File: src/rtl/divisor_sequencial_pkg.sv
// Shared definitions for the sequential restoring divider: default width,
// FSM state encoding and LEDG status patterns.
package divisor_sequencial_pkg;

  localparam int unsigned NDefault = 5;

  typedef enum logic [1:0] {
    StIdle   = 2'd0,
    StLoad   = 2'd1,
    StDivide = 2'd2,
    StDone   = 2'd3
  } state_e;

  // LEDG = {div_zero, done, busy}
  localparam logic [2:0] LedgBusy    = 3'b001;
  localparam logic [2:0] LedgDone    = 3'b010;
  localparam logic [2:0] LedgDivZero = 3'b110;

endpackage

File: src/rtl/subtrator_completo.sv
// One-bit full subtractor cell: d = a - b - bin with borrow out.
module subtrator_completo (
  input  logic a,
  input  logic b,
  input  logic bin,
  output logic d,
  output logic bout
);

  assign d    = a ^ b ^ bin;
  assign bout = (~a & b) | (~(a ^ b) & bin);

endmodule

File: src/rtl/subtrator_ripple.sv
// W-bit borrow-ripple subtractor (diff = a - b) built from full subtractor cells.
module subtrator_ripple #(
  parameter int unsigned W = 6
) (
  input  logic [W-1:0] a,
  input  logic [W-1:0] b,
  output logic [W-1:0] diff,
  output logic         bout
);

  logic [W:0] borrow;

  assign borrow[0] = 1'b0;
  assign bout      = borrow[W];

  for (genvar i = 0; i < W; i++) begin : g_cell
    subtrator_completo u_cell (
      .a   (a[i]),
      .b   (b[i]),
      .bin (borrow[i]),
      .d   (diff[i]),
      .bout(borrow[i+1])
    );
  end

endmodule

File: src/rtl/divisor_sequencial.sv
// Unsigned restoring divider driven from board switches/keys: one quotient bit per clock,
// results shown as {remainder, quotient} on LEDR and {div_zero, done, busy} on LEDG.
module divisor_sequencial
  import divisor_sequencial_pkg::*;
#(
  parameter int unsigned N = NDefault
) (
  input  logic           CLOCK_50,
  input  logic [1:0]     KEY,
  input  logic [2*N-1:0] SW,
  output logic [2*N-1:0] LEDR,
  output logic [2:0]     LEDG
);

  localparam int unsigned CntW = (N > 1) ? $clog2(N) : 1;

  logic rst_n;
  assign rst_n = KEY[1];

  // KEY[0] synchronizer plus one extra stage for falling-edge detection
  logic key_s1_q, key_s2_q, key_s3_q;
  logic start_pulse;

  always_ff @(posedge CLOCK_50 or negedge rst_n) begin
    if (!rst_n) begin
      key_s1_q <= 1'b1;
      key_s2_q <= 1'b1;
      key_s3_q <= 1'b1;
    end else begin
      key_s1_q <= KEY[0];
      key_s2_q <= key_s1_q;
      key_s3_q <= key_s2_q;
    end
  end

  assign start_pulse = key_s3_q & ~key_s2_q;

  state_e         state_q, state_d;
  logic [N:0]     a_q, a_d;
  logic [N-1:0]   q_q, q_d;
  logic [N-1:0]   m_q, m_d;
  logic [CntW-1:0] cnt_q, cnt_d;
  logic [2*N-1:0] ledr_q, ledr_d;
  logic [2:0]     ledg_q, ledg_d;

  logic [N:0]   a_sh;
  logic [N:0]   sub_d;
  logic         sub_bout;
  logic [N-1:0] q_sh;

  assign a_sh = {a_q[N-1:0], q_q[N-1]};
  assign q_sh = q_q << 1;

  subtrator_ripple #(
    .W(N + 1)
  ) u_sub (
    .a   (a_sh),
    .b   ({1'b0, m_q}),
    .diff(sub_d),
    .bout(sub_bout)
  );

  always_comb begin
    state_d = state_q;
    a_d     = a_q;
    q_d     = q_q;
    m_d     = m_q;
    cnt_d   = cnt_q;
    ledr_d  = ledr_q;
    ledg_d  = ledg_q;
    unique case (state_q)
      StIdle, StDone: begin
        if (start_pulse) begin
          state_d = StLoad;
          ledg_d  = LedgBusy;
        end
      end
      StLoad: begin
        q_d   = SW[N-1:0];
        m_d   = SW[2*N-1:N];
        a_d   = '0;
        cnt_d = CntW'(N - 1);
        if (SW[2*N-1:N] == '0) begin
          state_d = StDone;
          ledr_d  = {SW[N-1:0], {N{1'b1}}};
          ledg_d  = LedgDivZero;
        end else begin
          state_d = StDivide;
          ledg_d  = LedgBusy;
        end
      end
      StDivide: begin
        // Since A < M always holds, the borrow-out equals D[N] (negative trial result)
        a_d = sub_bout ? a_sh : sub_d;
        q_d = {q_sh[N-1:1], ~sub_bout};
        if (cnt_q == '0) begin
          state_d = StDone;
          ledr_d  = {a_d[N-1:0], q_d};
          ledg_d  = LedgDone;
        end else begin
          cnt_d = cnt_q - CntW'(1);
        end
      end
      default: state_d = StIdle;
    endcase
  end

  always_ff @(posedge CLOCK_50 or negedge rst_n) begin
    if (!rst_n) begin
      state_q <= StIdle;
      a_q     <= '0;
      q_q     <= '0;
      m_q     <= '0;
      cnt_q   <= '0;
      ledr_q  <= '0;
      ledg_q  <= '0;
    end else begin
      state_q <= state_d;
      a_q     <= a_d;
      q_q     <= q_d;
      m_q     <= m_d;
      cnt_q   <= cnt_d;
      ledr_q  <= ledr_d;
      ledg_q  <= ledg_d;
    end
  end

  assign LEDR = ledr_q;
  assign LEDG = ledg_q;

endmodule

File: config.mk
export PLATFORM = sky130hd
export DESIGN_NAME = divisor_sequencial
export DESIGN_NICKNAME = d
export VERILOG_FILES = /design/src/rtl/divisor_sequencial_pkg.sv /design/src/rtl/subtrator_completo.sv /design/src/rtl/subtrator_ripple.sv /design/src/rtl/divisor_sequencial.sv
export SDC_FILE = /design/constraint.sdc
export NUM_CORES = 1
export LEC_CHECK = 0
export CAP_MARGIN = 20
export CORE_MARGIN = 5
export CORE_UTILIZATION = 58
export DETAILED_ROUTE_END_ITERATION = 10
export MAX_ROUTING_LAYER = met4
export PLACE_DENSITY_LB_ADDON = 0.2
export SLEW_MARGIN = 20
export SYNTH_ARGS = -nofsm -noshare
export SYNTH_HDL_FRONTEND = slang
export SYNTH_SLANG_ARGS = --single-unit
File: constraint.sdc
create_clock -name CLOCK_50 -period 6.3 [get_ports CLOCK_50]
set_clock_uncertainty 0.15 [all_clocks]
set_input_delay 1.26 -clock CLOCK_50 [delete_from_list [all_inputs] [get_ports CLOCK_50]]
set_output_delay 1.26 -clock CLOCK_50 [all_outputs]
set_load 0.05 [all_outputs]
==> flow_summary.toml <==
[timing]
period_minus_slack_ns = 3.50
finalCritPeriodShare = 0.556
fin_hold_ws_ns = 0.214
slew_headroom = 0.388
setup_viol = 0
setup_ws_ns = 2.80
max_freq_mhz = 286
hold_violations = 0
tightest_slew_ns = 0.918
rsz0062_at_grt = "no"
setup_tns_ns = 0
slew_violations = 0

[run_status]
outcome = "complete, no violations"

[yosys]
ys_types = 37
yosysWarnings = 0
syn_area_per_cell_um2 = 11.3
yosys-top-cells-area = "dfrtp_1 45%, mux2_2 9.2%, fa_1 4.3%"
synthFlopType = "dfrtp_1"
syn-num-nets = 185
synth-edff-count = 0
syn_area_um2 = 1840
yosys.cell_count.top_type = "dfrtp_1"
ys_async_sr_fraction = 1.00
yosysTopAreaCellShare = 0.448
yosysSeqAreaShare = 0.491
synthCells = 163
synth_common_cells = "33 x dfrtp_1, 16 x inv_1, 16 x o21ai_0"
synth_top_cell_by_area = "dfrtp_1"
synth-seq-cells = 36

[hold_path]
hold_class = "flop to flop"

[die]
ios = 26
initial_utilization = 0.603
die-area_um2 = 4400
core_area_um2 = 3050
fp-row-count = 20
dieHeight_um = 66.4
chipWidth_um = 66.4

[clock_tree]
cts_buffer_depth = 2
htree_levels = 2
cts_tree = "yes"
cts_buffers = 5
worst_skew_pair.late_latency_ns = 0.34
cts_num_sinks = 36
cts_setup_buffers = 0
ctsRootBufferMaster = "clkbuf_4"
post_cts_resized = 0
cts_hold_buf = 0
clkTransAtPathRegs_ns = 0.11

[setup_path]
endpoint_kind = "flop"
max_stage_delay_ns = 0.48
path_cells = "inv_1 > ha_1 > fa_1 > fa_1 > fa_1 > fa_1 > nor2b_1 > a311o_1 > mux2_2"
path_max_fanout = 9
cp.required_ns = 6.39
cp_num_buf_inv = 1
crit_slowest_cell = "fa_1"
path_delay_family = "adder cells"
worst_path_most_repeated_cell = "fa_1"
critPathKind = "flop to flop"
startpoint_type = "flop"
crit_arrival_ns = 3.59

[route]
routed_wl_mm = 3.77
viasPerCell = 5.63
via_count = 1317
drc = 0
wl_per_cell_um = 16.1
firstDrtPassIters = 4
drt_first_iter_violations = 78
postRouteAntennaNets = 0

[flow_run]
maxCapViolCount = 0

[power]
leakage_nw = 0.911
powerDensity_nw_per_um2 = 556
max-vdd-ir-drop_v = 0.000289

[global_routing]
antenna_found_initial = 0
grt_pass1_wl_mm = 6.44
grt_max_degree = 37
grt-ovfl-total = 0
grt_usage = 0.208
grt_pass1_vias = 1291

[finish]
antenna_cells = 0
stdcell_area_um2 = 2170
final_nets = 211
n_fill_cell = 243
area_growth_pct = 17.9
final_core_util = 0.711
drive_gt1_frac = 0.163

[place]
numPortBuffers = 25
dp_hpwl_mm = 2.81
gp_congestion = 0.872
placed_cell_area_um2 = 2110
place_ws_ns = 2.83
-- final cells by class --
| cell class | count | area, µm² | area share |
|---|---|---|---|
| sequential | 36 | 905 | 0.416 |
| multi-input combinational | 103 | 832 | 0.383 |
| timing repair buffer | 26 | 258 | 0.119 |
| inverter | 17 | 63.8 | 0.0294 |
| clock buffer | 8 | 58.8 | 0.0271 |
| tap | 44 | 55.1 | 0.0253 |
-- metal layers --
layer / track usage / vias to the layer above / wire length [µm]
li1: - / 614 / -
met3: 0.0544 / 7 / 182
met4: 0.0812 / 0 / 64
met5: - / - / 0
met2: 0.330 / 40 / 1910
met1: 0.254 / 656 / 1620
-- placed cells by master (no fill, tap or decap), types with 2 or more instances in the layout --
cell | Yosys | routed
a21oi_1 | 3 | 3
clkbuf_1 | 2 | 2
clkbuf_4 | 0 | 5
clkdlybuf4s50_1 | 0 | 25
dfrtp_1 | 33 | 33
dfstp_2 | 3 | 3
fa_1 | 4 | 4
ha_1 | 5 | 5
inv_1 | 16 | 16
mux2_2 | 15 | 15
mux2i_1 | 3 | 3
nand2_1 | 13 | 13
nand2b_1 | 6 | 6
nand3_1 | 4 | 4
nand4b_1 | 4 | 4
nor2_1 | 7 | 7
nor2b_1 | 3 | 3
o21ai_0 | 16 | 16
o31a_1 | 4 | 4
-- state kept, by name, indices dropped and copies added (netlist names) --
| name | count |
|---|---|
| key_s3_q | 1 |
| LEDR | 10 |
| q_q | 5 |
| m_q | 5 |
| cnt_q | 3 |
| key_s1_q | 1 |
| key_s2_q | 1 |
| a_q | 5 |
| state_q | 2 |
| LEDG | 3 |
-- cells by family after synthesis --
logic type	synth area share
adders and majority gates	0.0774
and+or+nand+nor	0.131
AOI/OAI and AO/OA	0.135
muxes	0.108
buffers and inverters	0.0571
DFF	0.491
-- worst reg2reg max path, delay by kind of cell, from the launching register on --
family,cells,cell delay [ns]
DFF,1,0.36
AOI/OAI and AO/OA,1,0.39
and+or+nand+nor,1,0.27
adders and majority gates,5,1.91
buffers and inverters,1,0.06
muxes,1,0.26
-- report_power, final --
group	internal (mW)	switching, mW
clock network	0.0551	0.0737
logic	0.269	0.422
registers	0.327	0.0604
total	0.651	0.556
-- stage by stage --
stage,power (mW),cells
5_1_grt,1.29,234
3_3_place_gp,1.05,226
6_report,1.21,234
4_1_cts,1.22,234
2_1_floorplan,0.896,163
3_5_place_dp,1.09,226
-- worst paths after layout --
path	from	endpoint	slack [ns]	depth (start not counted)
max in group asynchronous	KEY[1]	key_s1_q$_DFF_PN1_	4.47	2
min in group asynchronous	KEY[1]	LEDR[0]$_DFFE_PN0P_	1.18	2
worst max register to register	q_q[4]$_DFFE_PN0P_	LEDR[9]$_DFFE_PN0P_	2.80	9
worst min register to register	key_s1_q$_DFF_PN1_	key_s2_q$_DFF_PN1_	0.21	0
worst min-delay path	key_s1_q$_DFF_PN1_	key_s2_q$_DFF_PN1_	0.21	0
worst max-delay path	q_q[4]$_DFFE_PN0P_	LEDR[9]$_DFFE_PN0P_	2.80	9
Power figures use the tool's default switching activity.
